===== config.mk =====
export PLATFORM = sky130hd
export DESIGN_NAME = presc_counter
export DESIGN_NICKNAME = d
export VERILOG_FILES = /design/src/rtl/presc_counter.sv
export SDC_FILE = /design/constraint.sdc
export NUM_CORES = 1
export LEC_CHECK = 0
export CORE_AREA = 2 2 39 41
export DETAILED_ROUTE_END_ITERATION = 16
export DIE_AREA = 0 0 41 43
export PLACE_DENSITY = 0.77
export REMOVE_ABC_BUFFERS = 1
export SYNTH_ARGS = -nofsm -noshare
export SYNTH_HDL_FRONTEND = slang
export SYNTH_SLANG_ARGS = --single-unit

===== constraint.sdc =====
create_clock -name CLK -period 3.43 [get_ports CLK]
set_input_delay 0.5145 -clock CLK [delete_from_list [all_inputs] [get_ports CLK]]
set_output_delay 0.5145 -clock CLK [all_outputs]
set_load 0.01 [all_outputs]

===== src/rtl/presc_counter.sv =====
// CE-gated prescaler feeding a bounded up/down counter (saturate or wrap),
// with synchronous clear/load, terminal count and a registered boundary event.
module presc_counter #(
  parameter int SIZE      = 4,
  parameter int MAX_VAL   = 9,
  parameter int DIV       = 1,
  parameter bit WRAP_MODE = 1'b0
) (
  input  logic            CLK,
  input  logic            R,
  input  logic            CE,
  input  logic            CLR,
  input  logic            LD,
  input  logic [SIZE-1:0] D,
  input  logic            DN,
  output logic [SIZE-1:0] Q,
  output logic            TC,
  output logic            EVT
);

  localparam int PW = (DIV > 1) ? $clog2(DIV) : 1;
  localparam logic [PW-1:0]   P_LAST = PW'(DIV - 1);
  localparam logic [SIZE-1:0] MAX_Q  = SIZE'(MAX_VAL);
  localparam logic [SIZE-1:0] ONE_Q  = SIZE'(1);

  logic [PW-1:0]   p;
  logic            tick;
  logic [SIZE-1:0] q_nxt;
  logic            evt_nxt;
  logic [SIZE-1:0] d_clamped;

  // CE is a plain qualifier: no ready/backpressure, every CE-high edge is consumed.
  assign tick      = CE && (p == P_LAST);
  assign d_clamped = (D > MAX_Q) ? MAX_Q : D;
  assign TC        = DN ? (Q == '0) : (Q == MAX_Q);

  always_comb begin
    q_nxt   = Q;
    evt_nxt = 1'b0;
    if (tick) begin
      if (!DN) begin
        if (Q < MAX_Q) begin
          q_nxt   = Q + ONE_Q;
          evt_nxt = !WRAP_MODE && (Q == MAX_Q - ONE_Q);
        end else if (WRAP_MODE) begin
          q_nxt   = '0;
          evt_nxt = 1'b1;
        end
      end else begin
        if (Q != '0) begin
          q_nxt   = Q - ONE_Q;
          evt_nxt = !WRAP_MODE && (Q == ONE_Q);
        end else if (WRAP_MODE) begin
          q_nxt   = MAX_Q;
          evt_nxt = 1'b1;
        end
      end
    end
  end

  always_ff @(posedge CLK or posedge R) begin
    if (R) begin
      Q   <= '0;
      p   <= '0;
      EVT <= 1'b0;
    end else if (CLR) begin
      Q   <= '0;
      p   <= '0;
      EVT <= 1'b0;
    end else if (LD) begin
      Q   <= d_clamped;
      p   <= '0;
      EVT <= 1'b0;
    end else begin
      // P freezes while CE is low so gaps stretch the step period.
      if (CE) p <= tick ? '0 : p + PW'(1);
      Q   <= q_nxt;
      EVT <= evt_nxt;
    end
  end

endmodule


==> impl_metrics.csv <==
group,metric,value,unit
run_status,status,"complete, no violations",
worst_setup_path,worstPathRequired,2.92,ns
global_routing,first_global_vias,399,
finish,area_growth,35.2,%
synthesis,synth_cell_type_count,31,
detailed_routing,viasPerCell,5.35,
placed_design,gp_congestion,0.709,
power_and_ir_drop,combinationalPowerShare,0.357,
detailed_routing,postRouteAntennaNets,0,
power_and_ir_drop,p_sw,0.0730,mW
synthesis,synthArstFlopShare,1.00,
synthesis,synth-edff-count,0,
sta,final.setup.tns,0,ns
finish,final_cell_count_no_fill,85,
clock_network,cts_root_buf,"clkbuf_4",
sta,timing.final.crit_share,0.768,
floorplanning,start_util,0.373,
global_routing,antenna_found_initial,0,
floorplanning,core_area,0.00138,sq mm
clock_network,numCtsBuffers,3,
power_and_ir_drop,finalPower,0.233,mW
power_and_ir_drop,p_sw_frac,0.314,
clock_network,ctsHtreeMaxLevel,1,
floorplanning,num_rows,14,
finish,multi_input_area,332,sq um
clock_network,hold_buffers,0,
run,drv_cap,0,
placed_design,pre_cts_ws,0.811,ns
clock_network,clockBufferDepth,2,
placed_design,placedCellCount,82,
sta,hold_violations,0,
sta,layout_setup_ws,0.797,ns
finish,layout.nets,84,
hold_path,hold_class,"in -> async",
synthesis,netlist_instances,53,
synthesis,avgSynthCellArea,9.73,sq um
power_and_ir_drop,vdd_drop_max,0.170,mV
detailed_routing,drt_wl_total,1130,um
synthesis,syn_area,515,sq um
placed_design,io_buffers,15,
global_routing,grt_pass1_wl,1760,um
power_and_ir_drop,p_leak,0.292,nW
worst_setup_path,path_class,"in -> out",
detailed_routing,wire_per_inst,13.3,um
synthesis,yosysSeqAreaShare,0.291,
synthesis,ys_seq_elements,6,
finish,final_cell_mix,"clkdlybuf4s50_1, dfrtp_1, inv_1",
finish,nFillCells,137,
sta,skew,0.00564,ns
clock_network,clk_latency,0.25,ns
finish,final_common_cell,"clkdlybuf4s50_1",
power_and_ir_drop,clkPwrFrac,0.279,
global_routing,grt_start_max_net_pins,14,
worst_setup_path,start_kind,"input pin",
power_and_ir_drop,p_int,0.160,mW
sta,relSlewSlack,0.665,
power_and_ir_drop,power_frac_seq,0.365,
synthesis,ys.warnings.count,0,
detailed_routing,drtPass1Iterations,3,
detailed_routing,drc,0,
floorplanning,die_area,0.00176,sq mm
worst_setup_path,cp-end-kind,"primary output",
sta,rsz0062_at_grt,"false",
worst_setup_path,crit_fanout,8,
finish,area.sequential,150,sq um
worst_setup_path,r2r.worst_path.cells,6,
finish,num_antenna_cells,0,
placed_design,hpwl,882,um
clock_network,clk_transition_reported_paths,0.05,ns
detailed_routing,vias,455,
clock_network,cts_resized,0,
clock_network,cts_sinks,6,
power_and_ir_drop,p_per_area,334,mW/mm^2
global_routing,grt_util_all_layers,0.152,
detailed_routing,drt_iter0_markers,8,
sta,worstMarginPinSlew,0.501,ns
clock_network,cts_tree,"built",
floorplanning,die_y,43,um
sta,max_freq,380,MHz
finish,drive_gt1_frac,0.116,
floorplanning,ios,16,
sta,maxSlewViolCount,0,
worst_setup_path,crit_arrival,2.12,ns
clock_network,cts_setup_buffers,0,
sta,post-route-min-period,2.63,ns
sta,setup_viol,0,
global_routing,overflow,0,
floorplanning,die_x,41,um
synthesis,synth_flop_cell,"dfrtp_1",
## through the flow
step,util,hold WS (ns),instance area (sq um)
6_report,0.504,0.482,697
5_1_grt,0.504,0.511,697
4_1_cts,0.504,0.492,697
3_5_place_dp,0.487,0.536,674
3_3_place_gp,0.487,0.527,674
2_1_floorplan,-,0.305,504
## synth_stat cells (2+ instances only)
| cell type | count | share of area |
|---|---|---|
| dfrtp_1 | 6 | 0.29 |
| inv_1 | 6 | 0.044 |
| ha_1 | 3 | 0.073 |
| nor2_1 | 3 | 0.022 |
| o21ai_0 | 3 | 0.029 |
| a21oi_1 | 2 | 0.019 |
| mux2i_1 | 2 | 0.039 |
| nand2_1 | 2 | 0.015 |
| nand2b_1 | 2 | 0.024 |
| o211ai_1 | 2 | 0.029 |
| xnor2_1 | 2 | 0.034 |
## routing by layer
metal	share of wire	GRT usage
met5	0	0
met4	0.017	0.100
met3	0.036	0.0157
met2	0.48	0.222
met1	0.47	0.202
## power by group through the flow
stage,clock network [mW],logic [mW],registers [mW]
6_report,0.0648,0.0829,0.0848
2_1_floorplan,0,0.0453,0.0858
3_5_place_dp,0,0.0826,0.0858
3_3_place_gp,0,0.0815,0.0848
5_1_grt,0.0725,0.0903,0.0854
4_1_cts,0.0658,0.0830,0.0846
## area by class of cell
| type | count | share of cell area |
|---|---|---|
| Clock buffer | 3 | 0.0323 |
| Tap cell | 16 | 0.0287 |
| Sequential cell | 6 | 0.215 |
| Inverter | 6 | 0.0323 |
| Multi-Input combinational cell | 39 | 0.476 |
| Timing Repair Buffer | 15 | 0.215 |
## worst max-delay path, stage by stage
cell	delay, ns
clkdlybuf4s50_1	0.55
and2b_1	0.35
a21oi_1	0.09
nor2_1	0.08
clkdlybuf4s50_1	0.53
## cell families after synthesis
kind of cell,count (synthesis),synth area share
mux,2,0.0388
fa+ha+maj,3,0.0728
buf+inv,8,0.0655
xor+xnor,3,0.0510
compound gates,14,0.248
flops,6,0.291
simple gates,17,0.233
## sequential cells by signal, summed over array words and instances, names as in the netlist
register  flops
EVT           1
Q             4
p             1
## worst paths after layout
kind	from	end	slack (ns)
worst max-delay path	DN	TC	0.80
worst min-delay path	R	p	0.48
worst max register to register	Q[0]	Q[3]	1.44
worst min register to register	p	p	0.54
max in group asynchronous	R	Q[0]	2.75
min in group CLK	p	p	0.54
Note: power is estimated with default switching activity, not from simulation.
